<file path="src/rtl/imm_gen_pipe.sv">
// RISC-V immediate generator with a registered output stage and a one-entry skid buffer.
// Accepts one instruction per cycle under backpressure, in order, with a sideband tag per entry.
module imm_gen_pipe #(
    parameter int XLEN  = 64,
    parameter int TAG_W = 32
) (
    input  logic             clk,
    input  logic             rst_n,
    input  logic             flush,
    input  logic             in_valid,
    output logic             in_ready,
    input  logic [31:0]      in_inst,
    input  logic [TAG_W-1:0] in_tag,
    output logic             out_valid,
    input  logic             out_ready,
    output logic [XLEN-1:0]  out_imm,
    output logic [2:0]       out_fmt,
    output logic             out_illegal,
    output logic [TAG_W-1:0] out_tag
);

    typedef enum logic [2:0] {
        FMT_NONE  = 3'd0,
        FMT_I     = 3'd1,
        FMT_S     = 3'd2,
        FMT_B     = 3'd3,
        FMT_U     = 3'd4,
        FMT_J     = 3'd5,
        FMT_ZIMM  = 3'd6,
        FMT_SHAMT = 3'd7
    } fmt_e;

    typedef struct packed {
        logic [XLEN-1:0]  imm;
        fmt_e             fmt;
        logic             illegal;
        logic [TAG_W-1:0] tag;
    } entry_t;

    logic [6:0]  op;
    logic [2:0]  f3;
    logic [63:0] imm_w;
    fmt_e        dec_fmt;
    logic        dec_ill;
    entry_t      new_entry;

    assign op = in_inst[6:0];
    assign f3 = in_inst[14:12];

    // Immediates are built at 64 bits and truncated, so one decoder serves both XLEN values.
    // NOTE: every always_comb output gets a default first so no path can infer a latch.
    always_comb begin
        imm_w   = '0;
        dec_fmt = FMT_NONE;
        dec_ill = 1'b0;
        if (in_inst[1:0] != 2'b11) begin
            dec_ill = 1'b1;
        end else begin
            unique case (op)
                7'b0000011, 7'b1100111: begin
                    dec_fmt = FMT_I;
                    imm_w   = {{52{in_inst[31]}}, in_inst[31:20]};
                end
                7'b0010011: begin
                    if (f3 == 3'b001 || f3 == 3'b101) begin
                        dec_fmt = FMT_SHAMT;
                        if (XLEN == 64) begin
                            imm_w = {58'b0, in_inst[25:20]};
                        end else begin
                            imm_w   = {59'b0, in_inst[24:20]};
                            dec_ill = in_inst[25];
                        end
                    end else begin
                        dec_fmt = FMT_I;
                        imm_w   = {{52{in_inst[31]}}, in_inst[31:20]};
                    end
                end
                7'b0011011: begin
                    if (XLEN != 64) begin
                        dec_ill = 1'b1;
                    end else if (f3 == 3'b001 || f3 == 3'b101) begin
                        dec_fmt = FMT_SHAMT;
                        imm_w   = {59'b0, in_inst[24:20]};
                    end else begin
                        dec_fmt = FMT_I;
                        imm_w   = {{52{in_inst[31]}}, in_inst[31:20]};
                    end
                end
                7'b0100011: begin
                    dec_fmt = FMT_S;
                    imm_w   = {{52{in_inst[31]}}, in_inst[31:25], in_inst[11:7]};
                end
                7'b1100011: begin
                    dec_fmt = FMT_B;
                    imm_w   = {{51{in_inst[31]}}, in_inst[31], in_inst[7], in_inst[30:25],
                               in_inst[11:8], 1'b0};
                end
                7'b0110111, 7'b0010111: begin
                    dec_fmt = FMT_U;
                    imm_w   = {{32{in_inst[31]}}, in_inst[31:12], 12'b0};
                end
                7'b1101111: begin
                    dec_fmt = FMT_J;
                    imm_w   = {{43{in_inst[31]}}, in_inst[31], in_inst[19:12], in_inst[20],
                               in_inst[30:21], 1'b0};
                end
                7'b1110011: begin
                    if (f3[2]) begin
                        dec_fmt = FMT_ZIMM;
                        imm_w   = {59'b0, in_inst[19:15]};
                    end
                end
                7'b0110011, 7'b0111011, 7'b0001111: ;
                default: dec_ill = 1'b1;
            endcase
        end
        new_entry = '{imm: imm_w[XLEN-1:0], fmt: dec_fmt, illegal: dec_ill, tag: in_tag};
    end

    entry_t main_q, skid_q;
    logic   main_valid, skid_valid;
    logic   load_skid;

    // Skid only fills when main is stalled; it empties into main on the next drain.
    assign load_skid = !flush && main_valid && !out_ready && in_valid && !skid_valid;

    always_ff @(posedge clk or negedge rst_n) begin
        if (!rst_n) begin
            main_valid <= 1'b0;
            skid_valid <= 1'b0;
            main_q     <= '0;
        end else if (flush) begin
            main_valid <= 1'b0;
            skid_valid <= 1'b0;
        end else if (!main_valid || out_ready) begin
            if (skid_valid) begin
                main_q     <= skid_q;
                main_valid <= 1'b1;
                skid_valid <= 1'b0;
            end else if (in_valid) begin
                main_q     <= new_entry;
                main_valid <= 1'b1;
            end else begin
                main_valid <= 1'b0;
            end
        end else if (load_skid) begin
            skid_valid <= 1'b1;
        end
    end

    // NOTE: skid payload has no reset; skid_valid alone decides whether it is ever observed.
    always_ff @(posedge clk) begin
        if (load_skid) skid_q <= new_entry;
    end

    assign in_ready    = !skid_valid;
    assign out_valid   = main_valid;
    assign out_imm     = main_q.imm;
    assign out_fmt     = main_q.fmt;
    assign out_illegal = main_q.illegal;
    assign out_tag     = main_q.tag;

endmodule

</file>
<file path="config.mk">
export PLATFORM = sky130hd
export DESIGN_NAME = imm_gen_pipe
export DESIGN_NICKNAME = d
export VERILOG_FILES = /design/src/rtl/imm_gen_pipe.sv
export SDC_FILE = /design/constraint.sdc
export NUM_CORES = 1
export LEC_CHECK = 0
export ABC_AREA = 1
export CORE_MARGIN = 1.5
export CORE_UTILIZATION = 45
export DETAILED_ROUTE_END_ITERATION = 8
export GPL_ROUTABILITY_DRIVEN = 0
export HOLD_SLACK_MARGIN = 0.1
export PLACE_DENSITY = 0.72
export RECOVER_POWER = 100
export SLEW_MARGIN = 20
export SYNTH_ARGS = -nofsm -noshare
export SYNTH_HDL_FRONTEND = slang
export SYNTH_SLANG_ARGS = --single-unit
</file>
<file path="constraint.sdc">
create_clock -name clk -period 7.7 [get_ports clk]
set_input_delay 1.54 -clock clk [delete_from_list [all_inputs] [get_ports clk]]
set_output_delay 1.54 -clock clk [all_outputs]
set_load 0.02 [all_outputs]
</file>
==> results of run 1 <==
-- critical path, cell delays in order --
cell	delay, ns
sky130_fd_sc_hd__clkdlybuf4s50_1	0.40
sky130_fd_sc_hd__inv_1	0.06
sky130_fd_sc_hd__nand2_1	0.07
sky130_fd_sc_hd__or2_2	0.29
sky130_fd_sc_hd__nor3_1	0.14
sky130_fd_sc_hd__clkbuf_1	2.82
-- area by class of cell --
cell class / count / area share
inverter: 45 / 0.0197
clock buffer: 20 / 0.0520
tap: 184 / 0.0268
clock inverter: 12 / 0.0149
sequential: 138 / 0.441
multi-input combinational: 492 / 0.245
timing repair buffer: 174 / 0.200
-- worst paths after layout --
check	end	slack, ns	from
setup / recovery	skid_q[46]	2.26	out_ready
hold / removal	out_imm[9]	0.47	out_imm[9]
setup reg to reg	out_imm[12]	3.21	skid_valid
hold reg to reg	out_imm[9]	0.47	out_imm[9]
max in group asynchronous	out_imm[62]	2.86	rst_n
min in group asynchronous	out_tag[22]	2.56	rst_n
-- kinds of logic (layout without fill, tap and decap cells) --
kind of cell           Yosys count  count (layout)  synth area share
AO/OA/AOI/OAI                   65              65            0.0622
buffers and inverters          114             251             0.100
flip-flops                     138             138             0.577
AND/OR/NAND/NOR                427             427             0.261
-- layout by cell type (no fill, tap or decap), drive strengths merged --
cell type      count
nand2            217
nor2             166
dlygate4sd3      135
dfrtp             70
edfxtp            68
inv               45
nand3             39
clkdlybuf4s50     34
o31ai             32
clkbuf            22
a21oi             20
o21ai             13
clkinv             7
clkinvlp           3
buf                3
nand4              3
bufinv             2
or2                1
nor3               1
-- sequential cells by signal, summed over array words and instances (netlist names) --
signal,flops
out_fmt,3
out_illegal,1
out_imm,32
out_tag,32
out_valid,1
skid_q,68
skid_valid,1
-- through the flow --
step	std cells	utilization	power [W]	setup slack, ns
final	1065	0.596	0.00196	2.26
after global routing	1065	0.596	0.00205	1.93
after CTS	1065	0.598	0.00201	3.84
after detailed placement	1033	0.559	0.00122	3.95
after global placement	1033	0.559	0.00121	3.97
after floorplan	744	-	0.00105	0.564
-- report_power, final --
group | internal, W | leakage [nW] | switching, W
sequential | 0.000824 | 1.60 | 0.0000268
combinational | 0.000138 | 2.58 | 0.000185
clock | 0.000483 | 0.273 | 0.000304
total | 0.00144 | 4.45 | 0.000517
-- routing by layer --
metal	vias up	GRT usage	wire length, um
li1	2613	-	-
met1	2411	0.289	7360
met2	179	0.323	6970
met3	15	0.0568	1120
met4	0	0.0476	141
met5	-	0	0
==> impl_table.tex, run 1 <==
\begin{tabular}{lr}
\hline
Metric & Value \\
\hline
\multicolumn{2}{l}{\textbf{Status}} \\
Result of the run & complete, but fails checks \\
Failing checks & max-capacitance violations, max-slew violations \\
\multicolumn{2}{l}{\textbf{Floorplanning}} \\
DIE HEIGHT & approximately 120 um \\
Effective utilization at floorplan & 0.456 \\
Cell Rows & between 40 and 50 \\
Die Width & approximately 120 um \\
Area of the die & 15400 um2 \\
Number of placed I/O pins & 171 \\
Floorplan Core Area & 14400 um2 \\
\multicolumn{2}{l}{\textbf{Clocking}} \\
Post-cts hold buffer count & 0 \\
Clock Root Buffer & sky130\_fd\_sc\_hd\_\_clkbuf\_16 \\
Number of buffers created by CTS & 17 \\
Insertion delay of the later-clocked pin in the worst-skew pair & 0.42 ns \\
Depth of the CTS H-tree & 4 \\
Clock Path Buffers & 2 \\
Sinks on Clock Net & 138 \\
Post-cts gate resize count & 0 \\
Post-CTS clock slew at the launch and capture registers of the worst setup and hold paths & around 0.060 ns \\
Post-CTS setup buffer count & 0 \\
Clock tree from TritonCTS & done \\
\multicolumn{2}{l}{\textbf{Timing}} \\
Period utilization & 0.707 \\
Number of setup violations in the final report & 0 \\
Highest clock rate & 184 MHz \\
Final count of hold timing violations & 0 \\
Fin crit period & 5.44 ns \\
RSZ-0062 raised after global routing & no \\
Hold Worst Slack & 0.473 ns \\
Pin slew with the least headroom to its limit & 4.08 ns \\
Tightest slew margin relative to the limit & -1.72 \\
Aggregate negative setup slack & 0 ns \\
Final Skew & 0.00648 ns \\
Slew Viols, Final & 215 \\
\multicolumn{2}{l}{\textbf{Drt}} \\
Antenna Nets Post-Route & 0 \\
Length of the first detailed-routing pass in iterations & 5 \\
Via density & 4.90 \\
Vias after detailed routing & 5218 \\
Total wire length after detailed routing & 15.6 mm \\
DRC violations left & 0 \\
Routed WL per cell & 14.6 um \\
First DRT Iteration DRCs & between 400 and 500 \\
\multicolumn{2}{l}{\textbf{Layout}} \\
Area overhead of the layout relative to synthesis & 30.6\% \\
Number of antenna repair diodes & 0 \\
Final non-filler cell area & around 8600 um2 \\
Final \#Nets & 937 \\
Multi-input gate area in the final layout & 2100 um2 \\
Fraction of layout cells with a size suffix above 1 & 0.0488 \\
Number of filler cells placed in the layout & 1270 \\
Total area of sequential cells & 3790 um2 \\
\multicolumn{2}{l}{\textbf{Logic synthesis}} \\
Async S/R FF share, synth & 0.507 \\
Fraction of the yosys area taken by sequential cells & 0.577 \\
Leading cell types by count after synthesis & sky130\_fd\_sc\_hd\_\_nand2\_1 (208), sky130\_fd\_sc\_hd\_\_nor2\_1 (162), sky130\_fd\_sc\_hd\_\_dfrtp\_1 (70) \\
Cell variety after synth & 27 \\
Post-synth top area cell & sky130\_fd\_sc\_hd\_\_edfxtp\_1 \\
Most common cell in the synthesized netlist & sky130\_fd\_sc\_hd\_\_nand2\_1 \\
Cell Area, Synth & 6580 um2 \\
Yosys reg bits & 138 \\
Number of flops mapped to enable cells by yosys & around 70 \\
Synthesis warning total & 0 \\
Post-synthesis instance total & between 700 and 800 \\
Most area-consuming cells after synthesis & sky130\_fd\_sc\_hd\_\_edfxtp\_1 (31\%), sky130\_fd\_sc\_hd\_\_dfrtp\_1 (27\%), sky130\_fd\_sc\_hd\_\_nand2\_1 (12\%) \\
Net count after synthesis & a little over 800 \\
Average footprint of a synthesized cell & 8.84 um2 \\
Synth top area share & 0.310 \\
Ys flop type & sky130\_fd\_sc\_hd\_\_dfrtp\_1 \\
\multicolumn{2}{l}{\textbf{Job}} \\
Max Cap Viol & 3 \\
\multicolumn{2}{l}{\textbf{Pwr}} \\
Maximum vdd ir drop & 0.158 mV \\
Total power per unit cell area & 228 nW/um2 \\
Leakage power & 4.45 nW \\
\multicolumn{2}{l}{\textbf{Setup path}} \\
Signal arrival time at the worst endpoint & 5.37 ns \\
Register-to-Register Path Depth & 8 \\
Max Fanout on Critical Path & 68 \\
Nature of the critical path endpoint & register \\
CP required & 7.62 ns \\
Critical path startpoint category & input pin \\
Kind of critical path & input pin to register \\
\multicolumn{2}{l}{\textbf{Global route}} \\
Vias in the first global route & about 4800 \\
Wire length of the first global-routing pass & 24.2 mm \\
Initial antenna violation count & 0 \\
Gr usage total & 0.207 \\
Global route overflow & 0 \\
Maximum number of pins on one net before global-route repair & 77 \\
\multicolumn{2}{l}{\textbf{Min path}} \\
Worst Hold Depth & 2 \\
Classification of the worst-slack hold path & register to register \\
\multicolumn{2}{l}{\textbf{Placement}} \\
\# port buffers & 170 \\
Placement Cell Area & 8060 um2 \\
DP Wirelength & 10.1 mm \\
\hline
\end{tabular}
Power figures use the tool's default switching activity.
==> run 2: changes to the inputs <==
==> constraint.sdc (replaced) <==
create_clock -name clk -period 5.01 [get_ports clk]
set_input_delay 1.002 -clock clk [delete_from_list [all_inputs] [get_ports clk]]
set_output_delay 1.002 -clock clk [all_outputs]
set_load 0.02 [all_outputs]
==> run 2 against run 1 <==
The flow still finishes with violations (max-capacitance violations, max-slew violations). Global-route usage rose by 0.065 points. Worst hold slack got worse by 0.0051 ns. Critical path depth did not move. First-iteration DRC count fell by 12%. Via count fell by 0.25%. Total power rose by 57%. Die area did not move. Utilization rose by 0.34 points. Non-clock buffer count did not move. Flip-flop and latch count did not move. Register-to-register slack got worse by 1.4 ns. Count of clock-buffer cells in the layout rose by 1. Critical path type unchanged. Largest power group unchanged.
==> impl_table.tex, run 2 (same netlist as run 1, synthesis figures left out) <==
\begin{tabular}{lr}
\hline
Metric & Value \\
\hline
\multicolumn{2}{l}{\textbf{Layout}} \\
Most common cell after layout, fill and taps aside & sky130\_fd\_sc\_hd\_\_nand2\_1 \\
Area overhead of the layout relative to synthesis & 31.4\% \\
Fraction of layout cells with a size suffix above 1 & 0.0556 \\
Largest Register & skid\_q \\
Post-Route Utilization & 0.599 \\
Commonest cells after routing, fill and taps aside & sky130\_fd\_sc\_hd\_\_nand2\_1 (211), sky130\_fd\_sc\_hd\_\_nor2\_1 (163), sky130\_fd\_sc\_hd\_\_dlygate4sd3\_1 (136) \\
Final \#Nets & 937 \\
Max reg flops & 68 \\
\multicolumn{2}{l}{\textbf{Status}} \\
Failing checks & max-capacitance violations, max-slew violations \\
Result of the run & complete, but fails checks \\
\multicolumn{2}{l}{\textbf{Setup path}} \\
Signal arrival time at the worst endpoint & 3.56 ns \\
Max Fanout on Critical Path & 68 \\
Critical path startpoint category & input pin \\
CP required & between 5 and 6 ns \\
Nature of the critical path endpoint & register \\
Critical Path Max Stage Delay & 1.31 ns \\
Crit-path cells & dlygate4sd3\_1 -> inv\_1 -> nand2\_1 -> or2\_2 -> nor3\_1 -> clkbuf\_2 \\
Cell type of the slowest stage on the worst timing path & sky130\_fd\_sc\_hd\_\_clkbuf\_2 \\
Kind of critical path & input pin to register \\
Buf/Inv on CP & 3 \\
Cell type group with the largest total delay on the critical path & buffers and inverters \\
\multicolumn{2}{l}{\textbf{Timing}} \\
Number of setup violations in the final report & 0 \\
Highest clock rate & 281 MHz \\
Aggregate negative setup slack & 0 ns \\
Hold Worst Slack & 0.468 ns \\
Tightest slew margin relative to the limit & -0.314 \\
Final Skew & 0.0118 ns \\
Pin slew with the least headroom to its limit & 1.97 ns \\
Period utilization & 0.711 \\
Slew Viols, Final & 245 \\
RSZ-0062 raised after global routing & no \\
Final WS setup & 1.45 ns \\
Final count of hold timing violations & 0 \\
Fin crit period & 3.56 ns \\
\multicolumn{2}{l}{\textbf{Global route}} \\
Global route overflow & 0 \\
Maximum number of pins on one net before global-route repair & 105 \\
Vias in the first global route & 4856 \\
Wire length of the first global-routing pass & 24.3 mm \\
Initial antenna violation count & 1 \\
Gr usage total & 0.207 \\
\multicolumn{2}{l}{\textbf{Clocking}} \\
Sinks on Clock Net & 138 \\
Depth of the CTS H-tree & 4 \\
Post-CTS setup buffer count & 0 \\
Post-cts hold buffer count & 0 \\
Clock tree from TritonCTS & done \\
Clock Path Buffers & 2 \\
Post-cts gate resize count & 0 \\
Clock Root Buffer & sky130\_fd\_sc\_hd\_\_clkbuf\_16 \\
Number of buffers created by CTS & 17 \\
Post-CTS clock slew at the launch and capture registers of the worst setup and hold paths & 0.05 ns \\
Insertion delay of the later-clocked pin in the worst-skew pair & 0.42 ns \\
\multicolumn{2}{l}{\textbf{Floorplanning}} \\
Cell Rows & 44 \\
Area of the die & about 15000 um2 \\
Number of placed I/O pins & 171 \\
Die Width & $\sim$120 um \\
Effective utilization at floorplan & 0.456 \\
DIE HEIGHT & around 120 um \\
Floorplan Core Area & about 14000 um2 \\
\multicolumn{2}{l}{\textbf{Drt}} \\
Antenna Nets Post-Route & 0 \\
Length of the first detailed-routing pass in iterations & 4 \\
Vias after detailed routing & approximately 5200 \\
Routed WL per cell & $\sim$15 um \\
Total wire length after detailed routing & 15.6 mm \\
Via density & 4.88 \\
DRC violations left & 0 \\
First DRT Iteration DRCs & between 300 and 400 \\
\multicolumn{2}{l}{\textbf{Job}} \\
Max Cap Viol & 3 \\
\multicolumn{2}{l}{\textbf{Min path}} \\
Classification of the worst-slack hold path & register to register \\
\multicolumn{2}{l}{\textbf{Placement}} \\
\# port buffers & 170 \\
DP Wirelength & 9.97 mm \\
Worst slack at placement & 1.73 ns \\
\multicolumn{2}{l}{\textbf{Pwr}} \\
Total power per unit cell area & 357 nW/um2 \\
Final total power & 0.00309 W \\
Maximum vdd ir drop & roughly 0.24 mV \\
Leakage power & 4.49 nW \\
\hline
\end{tabular}
## run 2: area by class of cell
cell class / count / area [um2]
flip-flops and latches: 138 / 3790
well taps: 184 / 230
repair buffers: 174 / 1720
multi-input cells: 492 / 2110
clock buffers: 21 / 470
fillers: 1298 / 5780
clock inverters: 11 / 144
diodes: 1 / 2.50
inverters: 45 / 170
## run 2: layer usage
metal / routed length [um] / track usage / up-vias
met5: 0 / 0 / -
met4: 226 / 0.0767 / 0
met3: 916 / 0.0449 / 19
met2: 7200 / 0.327 / 152
met1: 7230 / 0.283 / 2418
li1: - / - / 2616
## run 2: power breakdown
part | switching, W | internal [W] | total (W)
clock | 0.000464 | 0.000821 | 0.00128
combinational | 0.000285 | 0.000212 | 0.000497
sequential | 0.0000409 | 0.00127 | 0.00131
total | 0.000790 | 0.00230 | 0.00309
## run 2: final timing paths
kind / start / end / slack [ns] / cells after the start
max: out_ready / skid_q[24] / 1.45 / 6
max in group asynchronous: rst_n / out_imm[23] / 2.77 / 1
min in group asynchronous: rst_n / out_tag[8] / 1.11 / 1
max reg2reg: skid_valid / out_tag[14] / 1.78 / 5
min: out_imm[29] / out_imm[29] / 0.47 / 2
min reg2reg: out_imm[29] / out_imm[29] / 0.47 / 2
## run 2: through the flow
stage / instances / instance area, um2
floorplan: 744 / 6580
global placement: 1033 / 8070
finish: 1066 / 8640
global route: 1066 / 8640
detailed placement: 1033 / 8070
CTS: 1065 / 8680
## run 2: worst reg2reg max path, cell delays in order, from the launching register on
cell                       delay, ns
sky130_fd_sc_hd__dfrtp_1        0.36
sky130_fd_sc_hd__clkinv_2       0.41
sky130_fd_sc_hd__a21oi_1        0.37
sky130_fd_sc_hd__nand2_2        1.05
sky130_fd_sc_hd__buf_4          0.70
sky130_fd_sc_hd__o31ai_1        0.25
